File: src/rtl/cyp_pkg.sv
// Shared types and constants for the FX2 slave-FIFO read path.
// State encoding, endpoint addresses and strobe levels live here.
package cyp_pkg;

  typedef enum logic [2:0] {
    ST_IDLE = 3'd0,
    ST_SEL  = 3'd1,
    ST_OE   = 3'd2,
    ST_READ = 3'd3,
    ST_DONE = 3'd4
  } cyp_state_t;

  localparam logic [1:0] EP2_ADDR = 2'd0;
  localparam logic [1:0] EP4_ADDR = 2'd1;
  localparam logic [1:0] EP6_ADDR = 2'd2;
  localparam logic [1:0] EP8_ADDR = 2'd3;

  localparam logic STROBE_IDLE = 1'b1;
  localparam logic STROBE_ACT  = 1'b0;

  // Endpoint index -> FIFOADR value.
  function automatic logic [1:0] ep_addr(input int idx);
    logic [1:0] a;
    case (idx)
      0:       a = EP2_ADDR;
      1:       a = EP4_ADDR;
      2:       a = EP6_ADDR;
      default: a = EP8_ADDR;
    endcase
    return a;
  endfunction

endpackage

File: src/rtl/cyp_rr_arb.sv
// Round-robin endpoint picker: searches upward from ptr (wrapping) for the
// first flagged endpoint; ptr is the index just after the last one served.
module cyp_rr_arb
  import cyp_pkg::*;
#(
  parameter int EP_NUM = 2
) (
  input  logic [EP_NUM-1:0] req,
  input  logic [1:0]        ptr,
  output logic [EP_NUM-1:0] gnt_oh,
  output logic [1:0]        gnt_idx
);

  always_comb begin : pick
    logic              found;
    int                idx;
    logic [EP_NUM-1:0] req_sh;
    gnt_oh  = '0;
    gnt_idx = EP2_ADDR;
    found   = 1'b0;
    idx     = 0;
    req_sh  = '0;
    for (int k = 0; k < EP_NUM; k++) begin
      idx = int'(ptr) + k;
      if (idx >= EP_NUM) idx = idx - EP_NUM;
      req_sh = req >> idx;
      if (!found && req_sh[0]) begin
        found   = 1'b1;
        gnt_oh  = EP_NUM'(1) << idx;
        gnt_idx = ep_addr(idx);
      end
    end
  end

endmodule

File: src/rtl/cyp_slave_rd.sv
// FX2 slave-FIFO reader: round-robin over OUT endpoints, streams one packet
// per selection to a downstream sink with sop/eop/short-packet marking.
//
// state | meaning
// IDLE  | wait for enable and any flagged endpoint
// SEL   | FIFOADR driven, TURN_CLKS settle cycles
// OE    | SLOE low one cycle before reading
// READ  | SLRD pulses while flag set, sink ready and packet not full
// DONE  | strobes released, counter cleared, rr pointer advanced
module cyp_slave_rd
  import cyp_pkg::*;
#(
  parameter int DW        = 16,
  parameter int EP_NUM    = 2,
  parameter int PKT_WORDS = 256,
  parameter int TURN_CLKS = 2
) (
  input  logic              cyp_clk,
  input  logic              rst_n,
  input  logic              enable,
  input  logic [EP_NUM-1:0] usb_flag,
  input  logic [DW-1:0]     usb_fd_i,
  output logic [1:0]        usb_fifoaddr,
  output logic              usb_slcs,
  output logic              usb_sloe,
  output logic              usb_slrd,
  output logic              usb_fd_oe,
  input  logic              out_afull,
  output logic              out_valid,
  output logic              out_sop,
  output logic              out_eop,
  output logic [DW-1:0]     out_data,
  output logic [1:0]        out_ep,
  output logic              short_pkt
);

  localparam int             WCW      = $clog2(PKT_WORDS + 1);
  localparam logic [WCW-1:0] PKT_FULL = WCW'(PKT_WORDS);
  localparam logic [WCW-1:0] PKT_LAST = WCW'(PKT_WORDS - 1);
  localparam logic [1:0]     EP_LAST  = 2'(EP_NUM - 1);

  cyp_state_t        state, state_nxt;
  logic [1:0]        sel;
  logic [1:0]        rr_ptr;
  logic [3:0]        turn_cnt;
  logic [WCW-1:0]    word_cnt;
  logic [EP_NUM-1:0] gnt_oh;
  logic [1:0]        gnt_idx;
  logic              flag_sel;
  logic              rd_en;
  logic              short_set;

  cyp_rr_arb #(.EP_NUM(EP_NUM)) u_arb (
    .req     (usb_flag),
    .ptr     (rr_ptr),
    .gnt_oh  (gnt_oh),
    .gnt_idx (gnt_idx)
  );

  assign flag_sel  = |(usb_flag & (EP_NUM'(1) << sel));
  assign rd_en     = (state == ST_READ) && flag_sel && !out_afull && (word_cnt < PKT_FULL);
  // Flag lost mid-packet with some words already delivered is a short packet.
  assign short_set = (state == ST_READ) && !flag_sel && (word_cnt != PKT_FULL) && (word_cnt != '0);

  always_comb begin
    state_nxt = state;
    case (state)
      ST_IDLE: if (enable && |gnt_oh) state_nxt = ST_SEL;
      ST_SEL:  if (turn_cnt == 4'd0) state_nxt = ST_OE;
      ST_OE:   state_nxt = ST_READ;
      ST_READ: if (word_cnt == PKT_FULL || !flag_sel) state_nxt = ST_DONE;
      ST_DONE: state_nxt = ST_IDLE;
      default: state_nxt = ST_IDLE;
    endcase
  end

  assign usb_sloe     = (state == ST_OE || state == ST_READ) ? STROBE_ACT : STROBE_IDLE;
  assign usb_slrd     = rd_en ? STROBE_ACT : STROBE_IDLE;
  assign usb_fd_oe    = usb_sloe;
  assign usb_slcs     = STROBE_ACT;
  assign usb_fifoaddr = sel;

  always_ff @(posedge cyp_clk or negedge rst_n) begin
    if (!rst_n) begin
      state    <= ST_IDLE;
      sel      <= EP2_ADDR;
      rr_ptr   <= 2'd0;
      turn_cnt <= 4'd0;
      word_cnt <= '0;
    end else begin
      state <= state_nxt;
      case (state)
        ST_IDLE: if (state_nxt == ST_SEL) begin
          sel      <= gnt_idx;
          turn_cnt <= 4'(TURN_CLKS - 1);
        end
        ST_SEL:  if (turn_cnt != 4'd0) turn_cnt <= turn_cnt - 4'd1;
        ST_DONE: begin
          word_cnt <= '0;
          rr_ptr   <= (sel == EP_LAST) ? 2'd0 : sel + 2'd1;
        end
        default: ;
      endcase
      if (rd_en) word_cnt <= word_cnt + 1'b1;
    end
  end

  always_ff @(posedge cyp_clk or negedge rst_n) begin
    if (!rst_n) begin
      out_valid <= 1'b0;
      out_sop   <= 1'b0;
      out_eop   <= 1'b0;
      out_data  <= '0;
      out_ep    <= 2'd0;
      short_pkt <= 1'b0;
    end else begin
      out_valid <= rd_en;
      out_sop   <= rd_en && (word_cnt == '0);
      out_eop   <= rd_en && (word_cnt == PKT_LAST);
      short_pkt <= short_set;
      if (rd_en) begin
        out_data <= usb_fd_i;
        out_ep   <= sel;
      end
    end
  end

endmodule
File: config.mk
export PLATFORM = sky130hd
export DESIGN_NAME = cyp_slave_rd
export DESIGN_NICKNAME = d
export VERILOG_FILES = /design/src/rtl/cyp_pkg.sv /design/src/rtl/cyp_rr_arb.sv /design/src/rtl/cyp_slave_rd.sv
export SDC_FILE = /design/constraint.sdc
export NUM_CORES = 1
export LEC_CHECK = 0
export ABC_AREA = 1
export CORE_ASPECT_RATIO = 0.7
export CORE_MARGIN = 3
export CORE_UTILIZATION = 56
export DETAILED_ROUTE_END_ITERATION = 10
export DONT_BUFFER_PORTS = 1
export PLACE_DENSITY = 0.83
export SYNTH_ARGS = -nofsm -noshare
export SYNTH_HDL_FRONTEND = slang
export SYNTH_SLANG_ARGS = --single-unit
File: constraint.sdc
create_clock -name cyp_clk -period 1.6 [get_ports cyp_clk]
set_input_delay 0.48 -clock cyp_clk [delete_from_list [all_inputs] [get_ports cyp_clk]]
set_output_delay 0.48 -clock cyp_clk [all_outputs]
set_load 0.02 [all_outputs]
==> out/metrics.cfg <==
[outcome]
outcome=complete, but fails checks
violations=setup timing

[flow_run]
max_cap_viol_count=0

[power_and_ir_drop]
powerDensity_nw_per_um2=1740
clock_power_share_pct=19.5
p_leak_uw=0.00131
netSwitchingFraction_pct=40.6
p_int_uw=2500
p_sw_uw=1710
seq_power_share_pct=46.0
pwr-share-comb_pct=34.5
ir_drop_mv=1.04

[worst_setup_path]
required_ps=1120
cp.arrival_ps=1270
critPathKind=flop to primary output
endpoint_kind=primary output
r2r_slack_ps=50
critPathMaxFanout=3
start_kind=flop

[die]
die_w_um=77.1
io_pins=50
dieArea_um2=4300
core_area_um2=3280
initial_core_util_pct=60.5
num_rows=17
fp.dieH_um=55.8

[finish]
layout_common_cells=86 x nand2_1, 41 x dfrtp_1, 27 x inv_1, 27 x buf_4, 22 x nand3_1
finalNetCount=303
layout-drive-gt1-share_pct=22.4
fin_util_pct=73.8
num_antenna_cells=0
multi_input_area_um2=817
num-fill-cells=252
area_growth_syn_to_layout_pct=22.0
seqCellArea_um2=1050
final_common_cell=nand2_1

[synthesis]
ys_seq_area_share_pct=53.0
netlist_instances=246
synth_area_um2=1980
synthArstFlopShare_pct=100
synth_nets=273
ys.flop_type=dfrtp_1
synth-seq-cells=42
synth_edf_count=0
yosysWarnings=0
synth_cell_types=24
synth_area_per_cell_um2=8.06

[timing]
drv_slew=0
min_period_ps=1750
clock.fmax_mhz=570
min_period_over_period_pct=110
fin_skew_ps=7.45
final-setup-viol-count=3
grt_setup_unrepaired=yes
hold_viol_final=0
whs_ps=16.6
setup_slack_ps=-153
finalSetupTns_ps=-277

[cts]
cts_buffer_depth=2
clk_latency_ps=300
cts_htree_levels=2
root_buffer=clkbuf_8
clock_sinks=42
tritoncts=yes
cts_inserted_buffers=5
path_clk_slew_ps=80

[detailed_routing]
drt_iter0_drc=121
num_vias=1640
wl_per_cell_um=13.6
firstDrtPassIters=4
ant_nets=0
post_drt_via_cell_ratio=5.06
wl_um=4400
drc=0

[grt]
first_global_vias=1583
grt_usage_pct=21.6
overflow=0
grt_pass1_wl_um=7310
grt_antenna_before_repair=0
grt_max_degree=43

[placed_design]
gp_congestion=0.870
hpwl_um=2820
port-buffer-count=0

[worst_hold_path]
hp-class=input pin to async pin

-- through the flow --
stage | total power [uW] | cells | worst slack [ps] | instance area [um2]
5_1_grt | 4520 | 324 | -224 | 2420
4_1_cts | 4150 | 326 | -143 | 2390
2_1_floorplan | 2730 | 246 | 7.44 | 2000
3_3_place_gp | 3020 | 301 | 48.5 | 2120
3_5_place_dp | 3070 | 301 | 25.9 | 2120
6_report | 4210 | 324 | -153 | 2420
-- worst paths after layout --
check,from,endpoint,cells past startpoint
worst min-delay path,rst_n,word_cnt[2]$_DFFE_PN0P_,1
worst min register to register,turn_cnt[0]$_DFFE_PN0P_,turn_cnt[0]$_DFFE_PN0P_,2
worst max-delay path,state[1]$_DFF_PN0_,usb_slrd,4
max in group asynchronous,rst_n,usb_fifoaddr[1]$_DFFE_PN0P_,1
min in group cyp_clk,usb_fd_i[10],out_data[10]$_DFFE_PN0P_,2
worst max register to register,state[1]$_DFF_PN0_,word_cnt[6]$_DFFE_PN0P_,7
-- sequential cells by signal (all words and copies together), names as in the netlist --
signal,flops
out_data,16
word_cnt,9
turn_cnt,4
state,3
out_ep,2
rr_ptr,2
usb_fifoaddr,2
out_eop,1
out_sop,1
out_valid,1
short_pkt,1
-- routing by layer --
metal  global-route usage [%]  wire length (um)  vias up
li1                         -                 -      814
met1                     28.9              1990      743
met2                     34.1              2020       73
met3                     5.99               311       10
met4                     6.85                79        0
met5                        0                 0        -
-- logic make-up after synthesis --
group	synth area share [%]
AOI/OAI and AO/OA	2.59
other	0.189
DFF	53.0
xor gates and xnor gates	0.883
and+or+nand+nor	31.3
adders and majority gates	3.15
buffers and inverters	8.90
-- cell type report --
class | count | area share, %
well taps | 47 | 2.43
clock inverters | 3 | 1.66
flip-flops and latches | 42 | 43.5
clock buffers | 5 | 2.85
repair buffers | 30 | 10.5
multi-input cells | 164 | 33.8
inverters | 33 | 5.28
-- cell usage after synthesis (2+ instances only) --
cell type  number  area share (%)
nor2_1         20             3.8
dfrtp_1        42              53
inv_2           3            0.57
inv_1          30             5.7
ha_1            5             3.2
nand2_1        91              17
o21ai_0         7             1.8
nand3_1        23             5.8
buf_6           2             1.1
buf_4           2            0.76
nand2_2         2            0.63
nand3b_1        2            0.76
nor3_1          4             1.0
buf_2           3            0.76
-- power by group through the flow --
stage / Clock (uW) / Combinational (uW) / Sequential, uW
global route: 878 / 1660 / 1980
floorplan: 0 / 822 / 1910
CTS: 830 / 1390 / 1940
detailed placement: 0 / 1110 / 1960
global placement: 0 / 1080 / 1950
finish: 822 / 1450 / 1940
-- repair_timing --
| item | 4_1_cts | 5_1_grt |
|---|---|---|
| pin swaps | 3 | 5 |
| hold buffers | 1 | 0 |
| hold endpoints to repair | 42 | 0 |
| endpoints found under the setup margin | 5 | 38 |
| gates resized for setup | 7 | 14 |
| setup buffers | 16 | 4 |
-- critical path: stages (launching register included) --
cell and delay [ps]:
dfrtp_1 390, inv_2 70, nor2_4 90, nand2_2 60
nand3b_1 380
No activity file was read; power rests on OpenSTA's default activity.
